<file path="src/rtl/motor_sequencer_if.sv">
// Command and motor-pin bundle between the keyboard decoder (master) and motor_sequencer (slave).
interface motor_sequencer_if #(
    parameter int PWM_BITS = 8
);
    logic [1:0]          drive;
    logic [1:0]          direc;
    logic [1:0]          in_l;
    logic [1:0]          in_r;
    logic                pwm_l;
    logic                pwm_r;
    logic [PWM_BITS-1:0] duty;
    logic [1:0]          state;

    modport master (
        output drive, direc,
        input  in_l, in_r, pwm_l, pwm_r, duty, state
    );

    modport slave (
        input  drive, direc,
        output in_l, in_r, pwm_l, pwm_r, duty, state
    );
endinterface

</file>
<file path="src/rtl/motor_sequencer.sv">
// H-bridge sequencer: soft-start/stop duty ramps, coast dead-time before reversal, inner-wheel steering.
//   state | meaning
//   STOP  | bridges coast, duty 0, waiting for a drive command
//   RUN   | driving in dir_q, duty ramps up to MAX_DUTY
//   BRAKE | duty ramps down; returns to RUN if the command comes back
//   DEAD  | coasting for DEAD_TICKS ramp ticks before STOP
module motor_sequencer #(
    parameter int PWM_BITS   = 8,
    parameter int PRESCALE   = 390,
    parameter int RAMP_DIV   = 100000,
    parameter int RAMP_STEP  = 8,
    parameter int MAX_DUTY   = 255,
    parameter int TURN_SHIFT = 2,
    parameter int DEAD_TICKS = 50
) (
    input logic               clk,
    input logic               rst,
    motor_sequencer_if.slave  bus
);
    localparam int PS_W = (PRESCALE > 1) ? $clog2(PRESCALE) : 1;
    localparam int RD_W = (RAMP_DIV > 1) ? $clog2(RAMP_DIV) : 1;
    localparam int DC_W = (DEAD_TICKS > 0) ? $clog2(DEAD_TICKS + 1) : 1;

    typedef enum logic [1:0] {
        ST_STOP  = 2'b00,
        ST_RUN   = 2'b01,
        ST_BRAKE = 2'b10,
        ST_DEAD  = 2'b11
    } state_e;

    localparam logic [1:0] BR_COAST = 2'b00;
    localparam logic [1:0] BR_FWD   = 2'b10;
    localparam logic [1:0] BR_REV   = 2'b01;

    state_e              state_q, state_d;
    logic [PWM_BITS-1:0] duty_q, duty_d;
    logic                dir_rev_q, dir_rev_d;
    logic [DC_W-1:0]     dead_q, dead_d;
    logic [PS_W-1:0]     presc_q, presc_d;
    logic [PWM_BITS-1:0] pwm_cnt_q, pwm_cnt_d;
    logic [RD_W-1:0]     ramp_q, ramp_d;
    logic [1:0]          bridge_q, bridge_d;
    logic                pwm_l_q, pwm_l_d;
    logic                pwm_r_q, pwm_r_d;

    logic                presc_wrap;
    logic                ramp_tick;
    logic                tgt_fwd, tgt_rev, tgt_match;
    logic [PWM_BITS:0]   duty_sum;
    logic [PWM_BITS-1:0] duty_up, duty_dn;
    logic [PWM_BITS-1:0] duty_l, duty_r;

    assign presc_wrap = (presc_q == PS_W'(PRESCALE - 1));
    assign ramp_tick  = (ramp_q == RD_W'(RAMP_DIV - 1));
    assign presc_d    = presc_wrap ? '0 : presc_q + 1'b1;
    assign pwm_cnt_d  = presc_wrap ? pwm_cnt_q + 1'b1 : pwm_cnt_q;
    assign ramp_d     = ramp_tick ? '0 : ramp_q + 1'b1;

    assign tgt_fwd   = (bus.drive == 2'b10);
    assign tgt_rev   = (bus.drive == 2'b01);
    assign tgt_match = dir_rev_q ? tgt_rev : tgt_fwd;

    // One spare bit so the saturating add cannot wrap before the ceiling compare.
    assign duty_sum = {1'b0, duty_q} + (PWM_BITS + 1)'(RAMP_STEP);
    assign duty_up  = (duty_sum > (PWM_BITS + 1)'(MAX_DUTY)) ? PWM_BITS'(MAX_DUTY)
                                                             : duty_sum[PWM_BITS-1:0];
    assign duty_dn  = ({1'b0, duty_q} < (PWM_BITS + 1)'(RAMP_STEP)) ? '0
                                                                    : duty_q - PWM_BITS'(RAMP_STEP);

    always_ff @(posedge clk) begin
        if (rst) begin
            state_q   <= ST_STOP;
            duty_q    <= '0;
            dir_rev_q <= 1'b0;
            dead_q    <= '0;
            presc_q   <= '0;
            pwm_cnt_q <= '0;
            ramp_q    <= '0;
            bridge_q  <= BR_COAST;
            pwm_l_q   <= 1'b0;
            pwm_r_q   <= 1'b0;
        end else begin
            state_q   <= state_d;
            duty_q    <= duty_d;
            dir_rev_q <= dir_rev_d;
            dead_q    <= dead_d;
            presc_q   <= presc_d;
            pwm_cnt_q <= pwm_cnt_d;
            ramp_q    <= ramp_d;
            bridge_q  <= bridge_d;
            pwm_l_q   <= pwm_l_d;
            pwm_r_q   <= pwm_r_d;
        end
    end

    always_comb begin
        state_d   = state_q;
        duty_d    = duty_q;
        dir_rev_d = dir_rev_q;
        dead_d    = dead_q;
        case (state_q)
            ST_STOP: begin
                duty_d = '0;
                if (tgt_fwd || tgt_rev) begin
                    dir_rev_d = tgt_rev;
                    state_d   = ST_RUN;
                end
            end
            ST_RUN: begin
                if (!tgt_match)     state_d = ST_BRAKE;
                else if (ramp_tick) duty_d  = duty_up;
            end
            ST_BRAKE: begin
                if (tgt_match) begin
                    state_d = ST_RUN;
                end else if (duty_q == '0) begin
                    state_d = ST_DEAD;
                    dead_d  = '0;
                end else if (ramp_tick) begin
                    duty_d = duty_dn;
                end
            end
            ST_DEAD: begin
                if (dead_q == DC_W'(DEAD_TICKS)) state_d = ST_STOP;
                else if (ramp_tick)              dead_d  = dead_q + 1'b1;
            end
            default: state_d = ST_STOP;
        endcase
    end

    // Bridge follows the next state so it changes on the same edge as the state register.
    always_comb begin
        duty_l   = (bus.direc == 2'b10) ? (duty_q >> TURN_SHIFT) : duty_q;
        duty_r   = (bus.direc == 2'b01) ? (duty_q >> TURN_SHIFT) : duty_q;
        pwm_l_d  = (pwm_cnt_q < duty_l);
        pwm_r_d  = (pwm_cnt_q < duty_r);
        bridge_d = BR_COAST;
        if (state_d == ST_RUN || state_d == ST_BRAKE)
            bridge_d = dir_rev_d ? BR_REV : BR_FWD;
    end

    assign bus.in_l  = bridge_q;
    assign bus.in_r  = bridge_q;
    assign bus.pwm_l = pwm_l_q;
    assign bus.pwm_r = pwm_r_q;
    assign bus.duty  = duty_q;
    assign bus.state = state_q;
endmodule

</file>
<file path="src/flat_wrapper.sv">
// flat-port wrapper written by rule: the top's interface ports become plain ports
module motor_sequencer_flat 
#(
    parameter int PWM_BITS   = 8,
    parameter int PRESCALE   = 390,
    parameter int RAMP_DIV   = 100000,
    parameter int RAMP_STEP  = 8,
    parameter int MAX_DUTY   = 255,
    parameter int TURN_SHIFT = 2,
    parameter int DEAD_TICKS = 50
)
  (clk, rst, bus_drive, bus_direc, bus_in_l, bus_in_r, bus_pwm_l, bus_pwm_r, bus_duty, bus_state);
  motor_sequencer_if #(.PWM_BITS(PWM_BITS)) bus_i ();
  input logic clk;
  input logic rst;
  input wire logic [$bits(bus_i.drive)-1:0] bus_drive;
  input wire logic [$bits(bus_i.direc)-1:0] bus_direc;
  output wire logic [$bits(bus_i.in_l)-1:0] bus_in_l;
  output wire logic [$bits(bus_i.in_r)-1:0] bus_in_r;
  output wire logic [$bits(bus_i.pwm_l)-1:0] bus_pwm_l;
  output wire logic [$bits(bus_i.pwm_r)-1:0] bus_pwm_r;
  output wire logic [$bits(bus_i.duty)-1:0] bus_duty;
  output wire logic [$bits(bus_i.state)-1:0] bus_state;
  assign bus_i.drive = bus_drive;
  assign bus_i.direc = bus_direc;
  assign bus_in_l = bus_i.in_l;
  assign bus_in_r = bus_i.in_r;
  assign bus_pwm_l = bus_i.pwm_l;
  assign bus_pwm_r = bus_i.pwm_r;
  assign bus_duty = bus_i.duty;
  assign bus_state = bus_i.state;
  motor_sequencer #(.PWM_BITS(PWM_BITS), .PRESCALE(PRESCALE), .RAMP_DIV(RAMP_DIV), .RAMP_STEP(RAMP_STEP), .MAX_DUTY(MAX_DUTY), .TURN_SHIFT(TURN_SHIFT), .DEAD_TICKS(DEAD_TICKS)) u_core (.clk(clk), .rst(rst), .bus(bus_i));
endmodule
</file>
<file path="config.mk">
export PLATFORM = sky130hd
export DESIGN_NAME = motor_sequencer_flat
export DESIGN_NICKNAME = d
export VERILOG_FILES = /design/src/rtl/motor_sequencer_if.sv /design/src/rtl/motor_sequencer.sv /design/src/flat_wrapper.sv
export SDC_FILE = /design/constraint.sdc
export NUM_CORES = 1
export LEC_CHECK = 0
export BUFFER_PORTS_ARGS = -buffer_cell sky130_fd_sc_hd__buf_2
export CAP_MARGIN = 30
export CORE_MARGIN = 10
export CORE_UTILIZATION = 55
export DETAILED_ROUTE_END_ITERATION = 16
export PLACE_DENSITY_LB_ADDON = 0.25
export SYNTH_ARGS = -nofsm -noshare
export SYNTH_HDL_FRONTEND = slang
export SYNTH_SLANG_ARGS = --single-unit
</file>
<file path="constraint.sdc">
create_clock -name clk -period 3.38 [get_ports clk]
set_clock_uncertainty 0.1 [all_clocks]
set_input_delay 0.507 -clock clk [delete_from_list [all_inputs] [get_ports clk]]
set_output_delay 0.507 -clock clk [all_outputs]
set_load 0.005 [all_outputs]
</file>
# Yosys cells after proc, flatten, opt, wreduce, memory -nomap -nowiden
# Index checks and enable logic that the tools add are counted.
# W data, S select, Z words.
# word_totals
ff_bits	55
# classes
n_bitwise	1
reduce_logical	11
eq_ne	20
n_lt_le_gt_ge	4
muxes	25
add_sub_neg	6
# op_table
op	count
$mux W8	9
$mux W6	4
$pmux W8 S3	1
$add A17 B1 Y17 const B	1
$eq A17 B17 Y1 const B	1
$lt A8 B8 Y1	2
$mux W2	6
$pmux W6 S2	1
$eq A2 B2 Y1 const B	5
$ne A2 B1 Y1 const B	5
$add A8 B4 Y9 const B	1
$add A9 B1 Y9 const B	1
$eq A9 B9 Y1 const B	1
$gt A9 B8 Y1 const B	1
$add A8 B1 Y8 const B	1
$eq A2 B1 Y1 const B	4
$logic_not A8 Y1	1
$lt A8 B4 Y1 const B	1
$pmux W2 S4	1
$sub A8 B4 Y8 const B	1
$add A6 B1 Y6 const B	1
$eq A6 B6 Y1 const B	1
$ne A2 B2 Y1 const B	3
$reduce_and A6 Y1	1
8 further kinds	13

# Logic depth before layout (Yosys ltp)
# logic_depth
ltp_word	8
ltp_mapped	10
mapped_depth_nobuf	9

# Worst setup path before layout
# OpenSTA, ideal clock, no wires.
# synth_timing
path_kind	input port to flip-flop
startpoint	in bus_drive[1]
endpoint	reg u_core.duty_q[4], in the netlist u_core.bus.duty[4]
slack_ns	1.193
setup_ns	0.137
t_required_ns	3.143
arrival_time_ns	1.950
path_stages	7
cell_sequence	inv_1 -> ha_1 -> mux2i_1 -> or2b_2 -> o32a_2 -> a31oi_1 -> a221oi_2
# synth_between
elab_chain_cells	4
word_cells_on_any_way	6
# synth_lines
item	line_no	rtl
start, declared	flat_wrapper.sv:16	input wire logic [$bits(bus_i.drive)-1:0] bus_drive;
$eq A2 B2 Y1 or $eq A2 B1 Y1 (tied branches)	motor_sequencer.sv:59, motor_sequencer.sv:60	
$mux W1 *	motor_sequencer.sv:61	assign tgt_match = dir_rev_q ? tgt_rev : tgt_fwd;
$ne A2 B1 Y1 (no line) or $ne A2 B2 Y1 (tied branches)	n/a	
$reduce_and A6 Y1 (no line) *	n/a	
end signal, assigned	motor_sequencer.sv:84	duty_q <= duty_d;
end, declared	motor_sequencer.sv:36	logic [PWM_BITS-1:0] duty_q, duty_d;
# Mark *: on every way between the ends. The rest lies on a longest branch, timed or not.
# A chain may end at the register's enable or synchronous reset.

# Final worst setup path
# layout_timing
startpoint	reg u_core.duty_q[3], in the netlist u_core.bus.duty[3]
endpoint	reg u_core.duty_q[5], in the netlist u_core.bus.duty[5]
# layout_between
elab_chain_cells	6
word_cells_on_any_way	15
# layout_lines
item	line_no	rtl
$add A8 B4 Y9 (tied with other cells)	motor_sequencer.sv:64	assign duty_sum = {1'b0, duty_q} + (PWM_BITS + 1)'(RAMP_STEP);
$gt A9 B8 Y1 or $mux W8 (tied branches)	motor_sequencer.sv:65, motor_sequencer.sv:67	
$mux W8 (on tied branches)	motor_sequencer.sv:65, motor_sequencer.sv:119	
$mux W8 (on tied branches)	motor_sequencer.sv:111, motor_sequencer.sv:116	
$mux W8 (on tied branches)	motor_sequencer.sv:110, motor_sequencer.sv:114	
$pmux W8 S3	motor_sequencer.sv:101	case (state_q)
# Parallel ways exist; a longest one is shown, timed or not. The select of a mux whose other input is x is not followed.

==> run metrics <==
DIE AREA roughly 0.0094 sq mm; post-synthesis compound-gate area fraction 0.139; Clk Latency, worst-skew pair slightly above 0.3 ns; maximum clock path buffer count 2; Synth cell types 60; Post-Synthesis Cells approximately 380; Pins Over Slew Limit 0; fin crit share 0.725; Fmax a little over 400 MHz; iteration count of the initial detailed-routing pass 5; final instance area approximately 0.0034 sq mm; PortBufs 21; synth top area cells dfxtp_1 33%, ha_1 11%, xor2_1 7.0%, nor2_1 6.7%, nand2_1 3.6%; Synth Area in Adders 0.112; max_cap viols 0; Most used DFF post-synth dfxtp_1; worst hold slack roughly 0.37 ns; final core utilization 0.610; wire per inst 13.7 microns; Setup Viol. Count Final 0; Via-to-Cell Ratio between 5 and 6; setup TNS 0 ns; post-synth net total 414; Setup crit start kind flip-flop; first-pass GRT wire length approximately 11000 microns; Post-synth EDFFs 0; DPL Wire Length around 4800 microns; Die Y-Extent slightly below 100 microns; sequential area share after synthesis 0.327; combinational share of power 0.333; post-route antenna net violation count 0; Worst Tran Pin Value 0.684 ns; Starting Density 0.578; grt peak-use layer met2; Worst R2R Setup Slack roughly 0.93 ns; Area Overhead vs Synth 5.56%; DRT iter0 DRCs between 70 and 80; CTS buffer count 5; GP Congestion between 0.8 and 0.9; Global Route Usage Sum 0.132; Worst-path clk slew approximately 0.10 ns; ANT cells 0; Nets approximately 420; Simple-Gate Fraction of Synth Area 0.240; Synth async-reset ratio 0; Post-Synth XOR/XNOR Area 0.0972; Setup CP Type flip-flop to flip-flop; Flop pwr share 0.417; H-tree level count 2; Tot Pwr ~1.7 mW; Max VDD drop 283 uV; initial antenna violation count 0; commonest cells in the netlist 58 x nor2_1, 53 x dfxtp_1, 31 x nand2_1; I/O pins 22; area of the core 0.00561 sq mm; DRC 0; postcts setup bufs 0; Sw Share 0.349; clk sinks 53; HP Class flip-flop to flip-flop; Synth Area per Inst approximately 8.6 sq um; Total Wirelength roughly 6300 microns; layout cell share with drive strength beyond 1 0.116; vias in the first global route 2534; hold buffers post-CTS 0; LEAKAGE 1.36 nW; crit-path max FO 11; min Tclk post-route ~2.5 ns; grt ovf 0; CTS tree done; num rows 27; endpoint class of the critical path flip-flop; M1 GR Usage 0.167; Arr. time, crit path 2.57 ns; Synth top area share 0.327; Clk pwr share 0.250; post-synthesis mux area share 0.0255; Power Dens Cells 500 mW/mm^2; internal power 1.11 mW; largest area contributor in the netlist dfxtp_1; area post-placement about 0.0033 sq mm; combinational family with the most area after synthesis simple AND/OR/NAND/NOR gates; Fin. Hold Viols 0; most numerous cell in the Yosys netlist nor2_1; Post-Synthesis Cell Area about 0.0032 sq mm; # resized after CTS 0; RSZ-0062 raised after global routing no; synthesized flop and latch total 53; Slew headroom 0.543; M2 GR Usage 0.218; via count approximately 2600; yosys warns 0; met3 global-route usage 0.0298; largest net degree at the start of global routing 30; status complete, no violations; NetSw 0.597 mW; Worst EP required ~3.5 ns; Die X between 90 and 100 microns; root buffer cell clkbuf_8
[metrics by stage]
step / worst slack, ns / instances
2_1_floorplan: 1.19 / 379
3_3_place_gp: 0.902 / 453
3_5_place_dp: 0.874 / 453
4_1_cts: 0.962 / 461
5_1_grt: 0.612 / 461
6_report: 0.929 / 461
[layout by cell type, fill, tap and decap left out, drive strengths merged, types with 3 or more instances in the layout]
| master | n |
|---|---|
| o32ai | 3 |
| xor2 | 26 |
| o211ai | 3 |
| clkbuf | 6 |
| buf | 21 |
| o21ai | 9 |
| and4 | 3 |
| a211oi | 4 |
| xnor2 | 10 |
| nand3 | 18 |
| inv | 18 |
| and3 | 6 |
| nand2 | 32 |
| dfxtp | 53 |
| nand4 | 9 |
| nor3 | 3 |
| a21oi | 18 |
| a21o | 6 |
| or4 | 3 |
| ha | 29 |
| nor4 | 3 |
| nor2 | 59 |
| nor2b | 3 |
| o22ai | 3 |
| mux2i | 6 |
| nand2b | 3 |
[path summary, 6_finish.rpt]
path,startpoint,to,cells after the start
min,u_core.ramp_q[0],u_core.ramp_q[0],1
max reg2reg,u_core.bus.duty[3],u_core.bus.duty[5],7
min reg2reg,u_core.ramp_q[0],u_core.ramp_q[0],1
max,u_core.bus.duty[3],u_core.bus.duty[5],7
[worst max-delay path, cell delays in order (launching register included)]
cell and delay, ns:
dfxtp_1 0.56, inv_1 0.21, ha_1 0.35, a2111oi_0 0.38, o21ai_0 0.22, nor2_1 0.28
nor2_1 0.09, o32ai_2 0.19
[cell families (layout without fill, tap and decap cells)]
| logic type | count (synthesis) | after routing |
|---|---|---|
| buffers and inverters | 37 | 47 |
| AOI/OAI and AO/OA | 64 | 64 |
| DFF | 53 | 53 |
| muxes | 8 | 8 |
| xor gates and xnor gates | 36 | 36 |
| and+or+nand+nor | 152 | 152 |
| adders and majority gates | 29 | 29 |
[state kept, by name (all words and copies together) (netlist names)]
signal            flops
u_core.bus.duty       6
u_core.bus.in_l       2
u_core.bus.pwm_l      1
u_core.bus.pwm_r      1
u_core.bus.state      2
u_core.dead_q         6
u_core.dir_rev_q      1
u_core.presc_q        9
u_core.pwm_cnt_q      8
u_core.ramp_q        17
[power by group through the flow]
stage | Combinational (mW) | Sequential (mW) | Clock [mW]
after detailed placement | 0.567 | 0.727 | 0
after floorplan | 0.478 | 0.712 | 0
after global routing | 0.642 | 0.720 | 0.457
after CTS | 0.569 | 0.713 | 0.437
after global placement | 0.556 | 0.726 | 0
final | 0.571 | 0.713 | 0.428
[layout make-up]
type | instances | area [sq um]
clock buffer | 6 | 72.6
clock inverter | 2 | 38.8
fill | 510 | 2180
inverter | 18 | 67.6
multi-input combinational | 289 | 1990
sequential | 53 | 1060
tap | 72 | 90.1
timing repair buffer | 21 | 105
[layer usage]
layer | vias up | part of all wire | wire [microns]
met3 | 7 | 0.041 | 259
met5 | - | 0 | 0
met1 | 1196 | 0.47 | 2960
met2 | 47 | 0.48 | 3040
li1 | 1342 | - | -
met4 | 0 | 0.0076 | 48
Power figures use the tool's default switching activity.
